$ cat config.mk
export PLATFORM = sky130hd
export DESIGN_NAME = mips_bus_iface_unit
export DESIGN_NICKNAME = d
export VERILOG_FILES = /design/src/rtl/mips_bus_pkg.sv /design/src/rtl/mips_wb_fifo.sv /design/src/rtl/mips_bus_iface_unit.sv
export SDC_FILE = /design/constraint.sdc
export NUM_CORES = 1
export LEC_CHECK = 0
export CAP_MARGIN = 15
export CORE_ASPECT_RATIO = 0.8
export CORE_MARGIN = 4
export CORE_UTILIZATION = 40
export CTS_CLUSTER_DIAMETER = 40
export DETAILED_ROUTE_END_ITERATION = 16
export RECOVER_POWER = 100
export SLEW_MARGIN = 0
export SYNTH_ARGS = -nofsm -noshare
export SYNTH_HDL_FRONTEND = slang
export SYNTH_SLANG_ARGS = --single-unit
$ cat constraint.sdc
create_clock -name Clk -period 6.62 [get_ports Clk]
set_input_delay 1.324 -clock Clk [delete_from_list [all_inputs] [get_ports Clk]]
set_output_delay 1.324 -clock Clk [all_outputs]
set_load 0.005 [all_outputs]
$ cat src/rtl/mips_bus_pkg.sv
// Shared definitions for the MIPS bus interface unit.
//   bus_state_t : bus-side FSM encoding (IDLE, WR, RD, GAP)
//   RW_READ/RW_WRITE : encoding of the core and bus read/write strobes
//   clog2 : ceiling log2 used to size pointers and counters
package mips_bus_pkg;

    typedef enum logic [1:0] {
        ST_IDLE = 2'd0,
        ST_WR   = 2'd1,
        ST_RD   = 2'd2,
        ST_GAP  = 2'd3
    } bus_state_t;

    localparam logic RW_READ  = 1'b1;
    localparam logic RW_WRITE = 1'b0;

    function automatic int clog2(input int value);
        int r;
        r = 0;
        for (int i = 0; i < 31; i++) begin
            if ((1 << i) < value) begin
                r = i + 1;
            end
        end
        return r;
    endfunction

endpackage

$ cat src/rtl/mips_wb_fifo.sv
// Posted-write buffer: synchronous FIFO with first-word-fall-through head.
//   Clk, Reset       : clock, asynchronous active-high reset
//   Push_I, Data_I   : write an entry (caller guarantees room, or a pop in the same cycle)
//   Pop_I            : discard the head entry (caller guarantees non-empty)
//   Full_O, Empty_O  : occupancy flags
//   Count_O          : number of stored entries
//   Head_O           : oldest entry, valid while Empty_O = 0
module mips_wb_fifo
    import mips_bus_pkg::*;
#(
    parameter int WIDTH = 69,
    parameter int DEPTH = 4
) (
    input  logic                   Clk,
    input  logic                   Reset,
    input  logic                   Push_I,
    input  logic                   Pop_I,
    input  logic [WIDTH-1:0]       Data_I,
    output logic                   Full_O,
    output logic                   Empty_O,
    output logic [clog2(DEPTH):0]  Count_O,
    output logic [WIDTH-1:0]       Head_O
);

    localparam int PW = clog2(DEPTH);
    localparam int CW = PW + 1;

    logic [WIDTH-1:0] r_mem [DEPTH];
    logic [PW-1:0]    r_wr_ptr;
    logic [PW-1:0]    r_rd_ptr;
    logic [CW-1:0]    r_count;

    // NOTE: the storage array is deliberately not reset; the pointers and
    // count decide which entries are valid, so clearing data buys nothing.
    always_ff @(posedge Clk) begin
        if (Push_I) begin
            r_mem[r_wr_ptr] <= Data_I;
        end
    end

    // NOTE: sequential state uses non-blocking assignments only, so every
    // register samples the pre-edge values regardless of statement order.
    always_ff @(posedge Clk or posedge Reset) begin
        if (Reset) begin
            r_wr_ptr <= '0;
            r_rd_ptr <= '0;
            r_count  <= '0;
        end else begin
            if (Push_I) begin
                r_wr_ptr <= r_wr_ptr + 1'b1;
            end
            if (Pop_I) begin
                r_rd_ptr <= r_rd_ptr + 1'b1;
            end
            // Simultaneous push and pop leaves the occupancy unchanged.
            case ({Push_I, Pop_I})
                2'b10:   r_count <= r_count + CW'(1);
                2'b01:   r_count <= r_count - CW'(1);
                default: r_count <= r_count;
            endcase
        end
    end

    assign Full_O  = (r_count == CW'(DEPTH));
    assign Empty_O = (r_count == '0);
    assign Count_O = r_count;
    assign Head_O  = r_mem[r_rd_ptr];

endmodule

$ cat src/rtl/mips_bus_iface_unit.sv
// Bus interface unit between the MIPS core memory port and the system bus.
// Writes are posted into a buffer and drained in order; reads wait until the
// buffer is drained and the bus is idle. A bus wait longer than TIMEOUT
// cycles aborts the transfer (TIMEOUT = 0 disables the abort).
//   Clk, Reset          : clock, asynchronous active-high reset
//   Core_*              : core request/response port (request held until Core_Ack_O)
//   Bus_*               : system bus master port
//   Wb_Empty_O          : buffer empty and bus idle (SYNC / exception entry)
//   Wb_Err_O, Err_Clr_I : sticky buffered-write timeout flag and its clear
module mips_bus_iface_unit
    import mips_bus_pkg::*;
#(
    parameter int AW       = 32,
    parameter int DW       = 32,
    parameter int WB_DEPTH = 4,
    parameter int TIMEOUT  = 255
) (
    input  logic            Clk,
    input  logic            Reset,
    input  logic            Core_Req_I,
    input  logic            Core_RW_I,
    input  logic [AW-1:0]   Core_Addr_I,
    input  logic [DW-1:0]   Core_Data_I,
    input  logic [DW/8-1:0] Core_BE_I,
    output logic            Core_Ack_O,
    output logic [DW-1:0]   Core_Data_O,
    output logic            Core_BusErr_O,
    output logic            Bus_Req_O,
    output logic            Bus_RW_O,
    output logic [AW-1:0]   Bus_Addr_O,
    output logic [DW-1:0]   Bus_Data_O,
    output logic [DW/8-1:0] Bus_BE_O,
    input  logic [DW-1:0]   Bus_Data_I,
    input  logic            Bus_Ack_I,
    output logic            Wb_Empty_O,
    output logic            Wb_Err_O,
    input  logic            Err_Clr_I
);

    localparam int BW = DW / 8;
    localparam int EW = AW + DW + BW;
    localparam int CW = clog2(WB_DEPTH) + 1;
    localparam int TW = (TIMEOUT > 0) ? clog2(TIMEOUT + 1) : 1;
    // The abort fires in the cycle whose increment would reach TIMEOUT.
    localparam logic [TW-1:0] TMO_LAST = TW'((TIMEOUT > 0) ? TIMEOUT - 1 : 0);

    bus_state_t      r_state;
    bus_state_t      w_state_nxt;
    logic [TW-1:0]   r_tmo_cnt;
    logic [AW-1:0]   r_rd_addr;
    logic [BW-1:0]   r_rd_be;
    logic            r_core_ack;
    logic [DW-1:0]   r_core_data;
    logic            r_core_berr;
    logic            r_wb_err;

    logic            w_req_sample;
    logic            w_wr_req;
    logic            w_rd_req;
    logic            w_bus_busy;
    logic            w_timeout;
    logic            w_push;
    logic            w_pop;
    logic            w_rd_done;
    logic            w_fifo_full;
    logic            w_fifo_empty;
    logic [CW-1:0]   w_fifo_count;
    logic [EW-1:0]   w_fifo_head;
    logic [EW-1:0]   w_push_data;

    // A request is only seen while no ack is in flight, so the held request
    // is never taken twice and acks can never be back to back.
    assign w_req_sample = Core_Req_I && !r_core_ack;
    assign w_wr_req     = w_req_sample && (Core_RW_I == RW_WRITE);
    assign w_rd_req     = w_req_sample && (Core_RW_I == RW_READ);
    assign w_bus_busy   = (r_state == ST_WR) || (r_state == ST_RD);

    // Ack has priority over an abort landing in the same cycle.
    assign w_timeout = (TIMEOUT != 0) && w_bus_busy && !Bus_Ack_I && (r_tmo_cnt == TMO_LAST);

    assign w_pop     = (r_state == ST_WR) && (Bus_Ack_I || w_timeout);
    assign w_rd_done = (r_state == ST_RD) && (Bus_Ack_I || w_timeout);
    // A full buffer still accepts when the head leaves in the same cycle.
    assign w_push    = w_wr_req && (!w_fifo_full || w_pop);

    assign w_push_data = {Core_Addr_I, Core_Data_I, Core_BE_I};

    mips_wb_fifo #(
        .WIDTH (EW),
        .DEPTH (WB_DEPTH)
    ) u_wb_fifo (
        .Clk     (Clk),
        .Reset   (Reset),
        .Push_I  (w_push),
        .Pop_I   (w_pop),
        .Data_I  (w_push_data),
        .Full_O  (w_fifo_full),
        .Empty_O (w_fifo_empty),
        .Count_O (w_fifo_count),
        .Head_O  (w_fifo_head)
    );

    // State register.
    always_ff @(posedge Clk or posedge Reset) begin
        if (Reset) begin
            r_state <= ST_IDLE;
        end else begin
            r_state <= w_state_nxt;
        end
    end

    // Next-state logic: buffered writes drain before any read is issued.
    // NOTE: every always_comb output gets a default first so no path can
    // leave it unassigned and infer a latch.
    always_comb begin
        w_state_nxt = r_state;
        case (r_state)
            ST_IDLE: begin
                if (!w_fifo_empty) begin
                    w_state_nxt = ST_WR;
                end else if (w_rd_req) begin
                    w_state_nxt = ST_RD;
                end
            end
            ST_WR, ST_RD: begin
                if (Bus_Ack_I || w_timeout) begin
                    w_state_nxt = ST_GAP;
                end
            end
            ST_GAP:  w_state_nxt = ST_IDLE;
            default: w_state_nxt = ST_IDLE;
        endcase
    end

    // Bus outputs are pure decodes of the state plus stable sources (buffer
    // head, latched read address), so they hold while Bus_Req_O is high.
    always_comb begin
        Bus_Req_O  = 1'b0;
        Bus_RW_O   = RW_WRITE;
        Bus_Addr_O = '0;
        Bus_Data_O = '0;
        Bus_BE_O   = '0;
        case (r_state)
            ST_WR: begin
                Bus_Req_O  = 1'b1;
                Bus_RW_O   = RW_WRITE;
                Bus_Addr_O = w_fifo_head[EW-1 -: AW];
                Bus_Data_O = w_fifo_head[BW +: DW];
                Bus_BE_O   = w_fifo_head[0 +: BW];
            end
            ST_RD: begin
                Bus_Req_O  = 1'b1;
                Bus_RW_O   = RW_READ;
                Bus_Addr_O = r_rd_addr;
                Bus_BE_O   = r_rd_be;
            end
            default: ;
        endcase
    end

    // Timeout counter: held at zero outside WR/RD, so it starts at zero on entry.
    always_ff @(posedge Clk or posedge Reset) begin
        if (Reset) begin
            r_tmo_cnt <= '0;
        end else if (!w_bus_busy) begin
            r_tmo_cnt <= '0;
        end else if (!Bus_Ack_I) begin
            r_tmo_cnt <= r_tmo_cnt + 1'b1;
        end
    end

    // Core response registers, read address capture and sticky write error.
    always_ff @(posedge Clk or posedge Reset) begin
        if (Reset) begin
            r_rd_addr   <= '0;
            r_rd_be     <= '0;
            r_core_ack  <= 1'b0;
            r_core_data <= '0;
            r_core_berr <= 1'b0;
            r_wb_err    <= 1'b0;
        end else begin
            if ((r_state == ST_IDLE) && (w_state_nxt == ST_RD)) begin
                r_rd_addr <= Core_Addr_I;
                r_rd_be   <= Core_BE_I;
            end
            r_core_ack  <= w_push || w_rd_done;
            r_core_data <= ((r_state == ST_RD) && Bus_Ack_I) ? Bus_Data_I : '0;
            r_core_berr <= w_rd_done && !Bus_Ack_I;
            // A new timeout outranks a clear requested in the same cycle.
            if ((r_state == ST_WR) && w_timeout) begin
                r_wb_err <= 1'b1;
            end else if (Err_Clr_I) begin
                r_wb_err <= 1'b0;
            end
        end
    end

    assign Core_Ack_O    = r_core_ack;
    assign Core_Data_O   = r_core_data;
    assign Core_BusErr_O = r_core_berr;
    assign Wb_Err_O      = r_wb_err;
    assign Wb_Empty_O    = (w_fifo_count == '0) && (r_state == ST_IDLE);

endmodule

==> metrics.cfg, run 1 <==
[timing]
fmax_ghz = 0.1898
finalSetupViolCount = 0
period_share_pct = 79.57
fin_skew_ps = 11.33
worst_pin_slew_ps = 2721
rsz0062_at_grt = false
slew_violations = 162
max-slew-margin-rel_pct = -81.37
fin_setup_tns_ps = 0
finalWorstSetupSlack_ps = 1352
report.final.hold_viol_count = 0
fin_crit_ps = 5268

[setup_path]
cp_max_fo = 51
critPathKind = reg -> out
end_kind = output pin
arrival_ps = 3940
startpoint_type = flop
cp.required_ps = 5300

[hold_path]
hp-class = reg -> reg

[power_and_ir_drop]
powerDensity_nw_per_um2 = 423.9
ir_worst_vdd_v = 0.0002510
total_power_mw = 7.796
leakagePower_nw = 6.826

[finish]
fin_util_pct = 52.84
diodes = 0
area_growth_syn_to_layout_pct = 29.88
drive_gt1_share_pct = 16.93
fill_cells = 2796
nNetsFinal = 1080

[clock_tree]
clock-root-buffer = clkbuf_16
cts_buffers = 43
h-tree-depth = 2
insertion_delay_ps = 530
post-cts-setup-buffers = 0
cts.path.max_buffers = 3
cts_sinks = 360
cts_hold_buffers = 0
clk_pin_slew_worst_paths_ps = 60
cts_tree = yes
cts_resized = 0

[logic_synthesis]
syn_inst = 744
yosysWarnings = 0
synth_top_area_cell = edfxtp_1
synth_top_area_share_pct = 57.68
ys_seq_area_share_pct = 73.23
synthTopCellsByArea = edfxtp_1, dfrtp_1, mux4_2, mux2_1, a22oi_1
ys_ff_latch = 360
synth_cell_types = 45
synth.net_count = 860
synth_flop_cell = edfxtp_1
synth-edff-count = 272
avgSynthCellArea_um2 = 19.03
syn-cell-area_um2 = 14160
async_flop_share_pct = 24.44

[global_routing]
antenna_found_initial = 3
grt_pass1_vias = 7847
overflow = 0
grt_first_pass_wirelength_um = 47840
grt_max_degree = 70
grt_usage_pct = 16.19

[die]
die_h_um = 176.3
rows = 61
die-area_um2 = 38490
start_util_pct = 40.69
core_um2 = 34800
boundaryPins = 212
die_x_um = 218.4

[detailed_routing]
drc = 0
route.vias.total = 7403
wl_um = 30910
first_pass_iters = 5
ant_nets = 0
vias_per_cell = 5.036
wire_per_inst_um = 21.02
drt_iter0_markers = 514

[place]
dp_slack_ps = 2365
gp_congestion = 0.7254
io_buffers = 211
dp_hpwl_um = 18500

[status]
outcome = finished with violations
violations = max-capacitance violations, max-slew violations

[job]
maxCapViolCount = 3

-- Yosys cell counts, types with 2 or more instances --
| cell type | count |
|---|---|
| mux2_2 | 6 |
| dfrtp_1 | 88 |
| nand2_1 | 11 |
| and2_1 | 41 |
| o21ai_0 | 2 |
| mux2_1 | 30 |
| a21oi_1 | 5 |
| buf_4 | 6 |
| xnor2_1 | 10 |
| edfxtp_1 | 272 |
| ha_1 | 9 |
| nor2_1 | 2 |
| clkbuf_1 | 28 |
| nor2b_1 | 41 |
| mux4_2 | 68 |
| a21o_1 | 2 |
| inv_1 | 12 |
| buf_2 | 8 |
| and3_1 | 32 |
| a22oi_1 | 36 |
| buf_6 | 6 |
| nand3_1 | 6 |
-- layout by cell type (no fill, tap or decap), drive strengths merged, types with 8 or more instances in the layout --
cell and count:
nand2 11, bufinv 10, edfxtp 272, dfrtp 88, and3 32, xnor2 10
ha 9, mux4 68, clkbuf 60, dlygate4sd3 170, clkinv 8, buf 8
inv 14, a22oi 36, mux2 37, clkdlybuf4s50 41, nor2b 41, and2 41
-- critical path, cell delays in order, from the launching register on --
cell           delay (ps)
dfrtp_1               420
inv_1                 130
ha_1                  860
clkbuf_2              930
a22oi_1               290
nor2b_1               170
dlygate4sd3_1         580
-- area by class of cell --
cell class | instances | area [um2] | share of cell area [%]
repair buffers | 223 | 2240 | 12.18
multi-input cells | 324 | 3507 | 19.07
flip-flops and latches | 360 | 10380 | 56.41
clock inverters | 23 | 384.1 | 2.089
well taps | 472 | 590.6 | 3.211
clock buffers | 56 | 1249 | 6.790
inverters | 12 | 46.29 | 0.2517
-- flip-flops by register name, indices dropped and copies added, names as in the netlist --
| name | cells |
|---|---|
| u_wb_fifo.r_wr_ptr | 2 |
| Core_BusErr_O | 1 |
| Core_Ack_O | 1 |
| r_rd_be | 4 |
| u_wb_fifo.r_mem | 272 |
| u_wb_fifo.Count_O | 3 |
| r_tmo_cnt | 8 |
| u_wb_fifo.r_rd_ptr | 2 |
| r_rd_addr | 32 |
| Wb_Err_O | 1 |
| r_state | 2 |
| Core_Data_O | 32 |
-- per-stage QoR --
stage / hold slack [ps] / std cells / area, um2
floorplan: 458.5 / 744 / 14160
global placement: 467.0 / 1391 / 16800
detailed placement: 474.8 / 1391 / 16800
CTS: 486.9 / 1470 / 18430
global route: 500.6 / 1470 / 18390
finish: 484.3 / 1470 / 18390
-- power breakdown --
group          leakage (nW)  switching [mW]  internal, mW
logic                  2.44           0.920          1.16
clock network         0.796           0.904          1.72
registers              3.59           0.275          2.81
total                  6.83            2.10          5.70
-- path summary, 6_finish.rpt --
path	endpoint	startpoint	slack, ps	cells past startpoint
min in group asynchronous	Core_Data_O[30]	Reset	1930	2
worst min register to register	r_rd_addr[29]	r_rd_addr[29]	480	1
worst min-delay path	r_rd_addr[29]	r_rd_addr[29]	480	1
worst max register to register	u_wb_fifo.r_mem[3][12]	r_state[0]	2450	7
max in group asynchronous	r_rd_addr[8]	Reset	3270	3
worst max-delay path	Bus_Addr_O[7]	r_state[0]	1350	6
-- cells by family (layout without fill, tap and decap cells) --
kind of cell,after synthesis,after routing,synth area share (%)
compound gates,55,55,3.102
xor+xnor,11,11,0.6804
fa+ha+maj,10,10,0.9367
buf+inv,60,314,2.138
flops,360,360,73.23
mux,105,105,13.78
simple gates,143,143,6.124
-- metal layers --
layer	vias up	part of all wire, %	wire [um]	global-route usage [%]
li1	3347	-	-	-
met1	3775	44	13650	23.00
met2	244	47	14490	26.04
met3	35	7.5	2323	3.493
met4	2	1.4	428	3.659
met5	-	0.042	13	0
No activity file was read; power rests on OpenSTA's default activity.
==> run 2, diff against run 1 <==
clock period = 4.35 ns   (was 6.62 ns; I/O delays follow)
==> metrics.cfg, run 2 (synthesis results as in run 1) <==
[status]
outcome = finished with violations
violations = max-capacitance violations, max-slew violations

[finish]
largest_reg_flops = 272
final_area_um2 = 18470
layout_commonest_cell = edfxtp_1
regMostFlops = u_wb_fifo.r_mem
layout_common_cells = edfxtp_1, dlygate4sd3_1, dfrtp_1, mux4_2, clkbuf_16
area_growth_syn_to_layout_pct = 30.45
nNetsFinal = 1094
fill_cells = 2841
drive_gt1_share_pct = 17.42

[place]
gp_congestion = 0.6797
placed_cell_area_um2 = 16960
dp_slack_ps = 963.9
dp_hpwl_um = 18990
io_buffers = 211

[hold_path]
hold_depth = 1
hp-class = reg -> reg

[timing]
fin_setup_tns_ps = 0
rsz0062_at_grt = false
fin_crit_ps = 3989
period_share_pct = 91.71
slew_violations = 73
fmax_ghz = 0.2507
fin_skew_ps = 14.28
finalWorstSetupSlack_ps = 360.8
worst_pin_slew_ps = 2336
report.final.hold_viol_count = 0
finalSetupViolCount = 0
max-slew-margin-rel_pct = -56.62
fin_hold_ws_ps = 486.5

[setup_path]
r2r_cells = 7
startpoint_type = flop
cp_max_fo = 43
slowest_delay_ps = 750
end_kind = output pin
worst-path-buf-inv = 3
crit_family = buffers and inverters
crit_chain = inv_1 > ha_1 > clkbuf_2 > nor2b_1 > dlygate4sd3_1
cp.required_ps = 3480
slowest_stage = clkbuf_2
critPathKind = reg -> out
crit_cells = 5
arrival_ps = 3120

[global_routing]
grt_first_pass_wirelength_um = 48130
overflow = 0
grt_max_degree = 50
grt_pass1_vias = 8078
grt_usage_pct = 16.27
antenna_found_initial = 6

[clock_tree]
clk_pin_slew_worst_paths_ps = 60
h-tree-depth = 2
clock-root-buffer = clkbuf_16
cts_sinks = 360
cts_buffers = 47
cts.path.max_buffers = 3
insertion_delay_ps = 540
cts_tree = yes
cts_hold_buffers = 0
cts_resized = 0
post-cts-setup-buffers = 0

[detailed_routing]
wl_um = 31230
wire_per_inst_um = 20.96
first_pass_iters = 5
drc = 0
ant_nets = 0
route.vias.total = 7500
drt_iter0_markers = 458
vias_per_cell = 5.034

[power_and_ir_drop]
power.switching_mw = 3.268
ir_worst_vdd_v = 0.0003229
pwr-share-seq_pct = 38.8
leakagePower_nw = 6.873
p_comb_share_pct = 28.3
internal_power_mw = 8.551
powerDensity_nw_per_um2 = 639.9
switching_share_pct = 27.65
clock_power_share_pct = 32.9

[die]
die_h_um = 176.3
start_util_pct = 40.69
die_x_um = 218.4
core_um2 = 34800
boundaryPins = 212
rows = 61
die-area_um2 = 38490

[job]
maxCapViolCount = 2

-- run 2: changes by cell type in the layout (fill, tap and decap cells not counted), sizes merged --
cell,previous run,this run
buf,8,12
bufinv,10,7
clkbuf,60,67
clkdlybuf4s50,41,40
clkinv,8,15
diode,0,2
dlygate4sd3,170,171
inv,14,17
-- run 2: area by class of cell --
type,count,area (um2),area share [%]
Antenna cell,2,5.005,0.02709
Clock buffer,57,1244,6.733
Clock inverter,30,364.1,1.971
Inverter,12,46.29,0.2506
Multi-Input combinational cell,324,3486,18.87
Sequential cell,360,10380,56.18
Tap cell,472,590.6,3.197
Timing Repair Buffer,233,2359,12.77
-- run 2: stage by stage --
stage                     std cells  total power [mW]  utilization, %
after floorplan                 744             6.645               -
after global placement         1401             8.234           48.74
after global routing           1489             12.46           53.07
after CTS                      1488             12.21           53.36
final                          1490             11.82           53.07
after detailed placement       1401             8.266           48.74
-- run 2: worst paths after layout --
kind / slack [ps] / endpoint / start
min in group asynchronous: 1430 / Core_Data_O[27] / Reset
worst min-delay path: 490 / r_rd_addr[0] / r_rd_addr[0]
worst max-delay path: 360 / Bus_Addr_O[5] / r_state[0]
worst min register to register: 490 / r_rd_addr[0] / r_rd_addr[0]
worst max register to register: 600 / u_wb_fifo.r_mem[1][15] / r_state[0]
max in group asynchronous: 930 / Core_Data_O[17] / Reset
-- run 2: metal layers --
metal / global-route usage (%) / up-vias / part of all wire, %
met4: 3.817 / 4 / 1.6
li1: - / 3374 / -
met2: 25.65 / 210 / 47
met5: 0 / - / 0.045
met3: 3.889 / 51 / 5.8
met1: 23.24 / 3861 / 46
-- run 2: power groups by stage --
stage               Combinational [mW]  Sequential [mW]  Clock [mW]
floorplan                         2.14             4.51           0
global placement                  3.60             4.64           0
detailed placement                3.61             4.66           0
CTS                               3.63             4.59        3.99
global route                      3.66             4.65        4.15
finish                            3.34             4.59        3.89
-- run 2: worst reg2reg max path: cells and delay by family (launching register included) --
family                   cells  cell delay (ps)
adder cells (fa/ha/maj)      1              380
AO/OA/AOI/OAI                2             1130
buffers and inverters        2              950
flip-flops                   1              400
AND/OR/NAND/NOR              2              310
==> run 3, diff against run 2 <==
clock period = 4.5 ns   (was 4.35 ns; I/O delays follow)
==> metrics.cfg, run 3 (synthesis results as in run 1) <==
[setup_path]
rr_endpoint = u_wb_fifo.r_mem[0][31]
r2r_start = r_state[0]
critPathCapture = Bus_Addr_O[11]
end_kind = output pin
r2r_cells = 7
cp_max_fo = 22
crit_start = r_state[0]
critPathKind = reg -> out
cp.required_ps = 3600
arrival_ps = 3120
r2r_setup_slack_ps = 630
startpoint_type = flop

[clock_tree]
cts_resized = 0
cts_tree = yes
insertion_delay_ps = 540
cts_buffers = 45
cts_hold_buffers = 0
clock-root-buffer = clkbuf_16
cts.path.max_buffers = 3
h-tree-depth = 2
clk_pin_slew_worst_paths_ps = 60
cts_sinks = 360
post-cts-setup-buffers = 0

[place]
gp_congestion = 0.7228
dp_slack_ps = 931.2
dp_hpwl_um = 19040
placed_cell_area_um2 = 16970
io_buffers = 211

[detailed_routing]
wire_per_inst_um = 20.90
drc = 0
ant_nets = 0
wl_um = 31080
drt_iter0_markers = 382
vias_per_cell = 5.089
route.vias.total = 7567
first_pass_iters = 4

[finish]
drive_gt1_share_pct = 17.54
final_area_um2 = 18400
area_growth_syn_to_layout_pct = 29.94
largest_reg_flops = 272
diodes = 0
fill_cells = 2843
regMostFlops = u_wb_fifo.r_mem
layout_common_cells = edfxtp_1, dlygate4sd3_1, dfrtp_1, mux4_2, clkbuf_16
layout_commonest_cell = edfxtp_1
nNetsFinal = 1094

[die]
die_h_um = 176.3
rows = 61
die-area_um2 = 38490
boundaryPins = 212
die_x_um = 218.4
core_um2 = 34800
start_util_pct = 40.69

[hold_path]
hp-class = reg -> reg

[global_routing]
grt_usage_pct = 16.23
overflow = 0
grt_pass1_vias = 7971
antenna_found_initial = 5
grt_first_pass_wirelength_um = 47990
grt_max_degree = 59

[timing]
fin_skew_ps = 26.29
worst_pin_slew_ps = 2818
fin_setup_tns_ps = 0
fmax_ghz = 0.2486
finalWorstSetupSlack_ps = 477.4
max-slew-margin-rel_pct = -88.91
finalSetupViolCount = 0
report.final.hold_viol_count = 0
rsz0062_at_grt = false
period_share_pct = 89.39
slew_violations = 68
fin_crit_ps = 4023

[job]
maxCapViolCount = 2

[power_and_ir_drop]
total_power_mw = 11.31
ir_worst_vdd_v = 0.0004704
leakagePower_nw = 6.837
powerDensity_nw_per_um2 = 615.0

[status]
violations = max-capacitance violations, max-slew violations
outcome = finished with violations

## run 3: cell types whose count changed in the layout (fill, tap and decap cells not counted), sizes merged
cell and delta:
clkbuf +1, inv +5, bufinv -2, diode -2
clkdlybuf4s50 +3, buf -4, dlygate4sd3 -3, clkinv -1
## run 3: area by class of cell
cell class / count / area [um2] / share of cell area (%)
Sequential cell: 360 / 10380 / 56.40
Multi-Input combinational cell: 324 / 3483 / 18.93
Timing Repair Buffer: 235 / 2327 / 12.65
Inverter: 12 / 46.29 / 0.2516
Clock buffer: 52 / 1225 / 6.658
Tap cell: 472 / 590.6 / 3.210
Clock inverter: 32 / 349.1 / 1.897
## run 3: worst min-delay path by stage
stage                   from  slack, ps             to  cells past startpoint
3_3_place_gp   r_rd_addr[13]        470  r_rd_addr[13]                      1
4_1_cts         r_rd_addr[0]        490   r_rd_addr[0]                      1
5_1_grt         r_rd_addr[0]        510   r_rd_addr[0]                      1
3_5_place_dp    r_rd_addr[0]        480   r_rd_addr[0]                      1
6_report        r_rd_addr[0]        490   r_rd_addr[0]                      1
2_1_floorplan  r_rd_addr[13]        460  r_rd_addr[13]                      1
## run 3: where the power goes
group          switching, mW  internal [mW]  total [mW]
Clock                   1.41           2.28        3.69
Sequential             0.227           4.14        4.37
Combinational           1.53           1.72        3.26
Total                   3.17           8.14        11.3
## run 3: metal layers
| layer | GRT usage (%) | vias to the layer above | share of wire, % | routed length [um] |
|---|---|---|---|---|
| met1 | 23.22 | 3894 | 45 | 13850 |
| li1 | - | 3396 | - | - |
| met2 | 25.65 | 217 | 47 | 14680 |
| met4 | 3.764 | 6 | 1.8 | 553 |
| met3 | 3.802 | 54 | 6.3 | 1963 |
| met5 | 0 | - | 0.11 | 34 |
## run 3: worst max-delay path: stages, from the launching register on
cell,delay (ps)
dfrtp_1,420
inv_1,150
ha_2,510
clkbuf_2,580
a22oi_1,190
nor2b_1,150
dlygate4sd3_1,590
## run 3: through the flow
stage	hold WS (ps)	utilization (%)	std cells
CTS	490.3	53.27	1487
finish	488.6	52.87	1487
detailed placement	477.1	48.75	1403
floorplan	458.5	-	744
global placement	468.2	48.75	1403
global route	505.2	52.87	1487
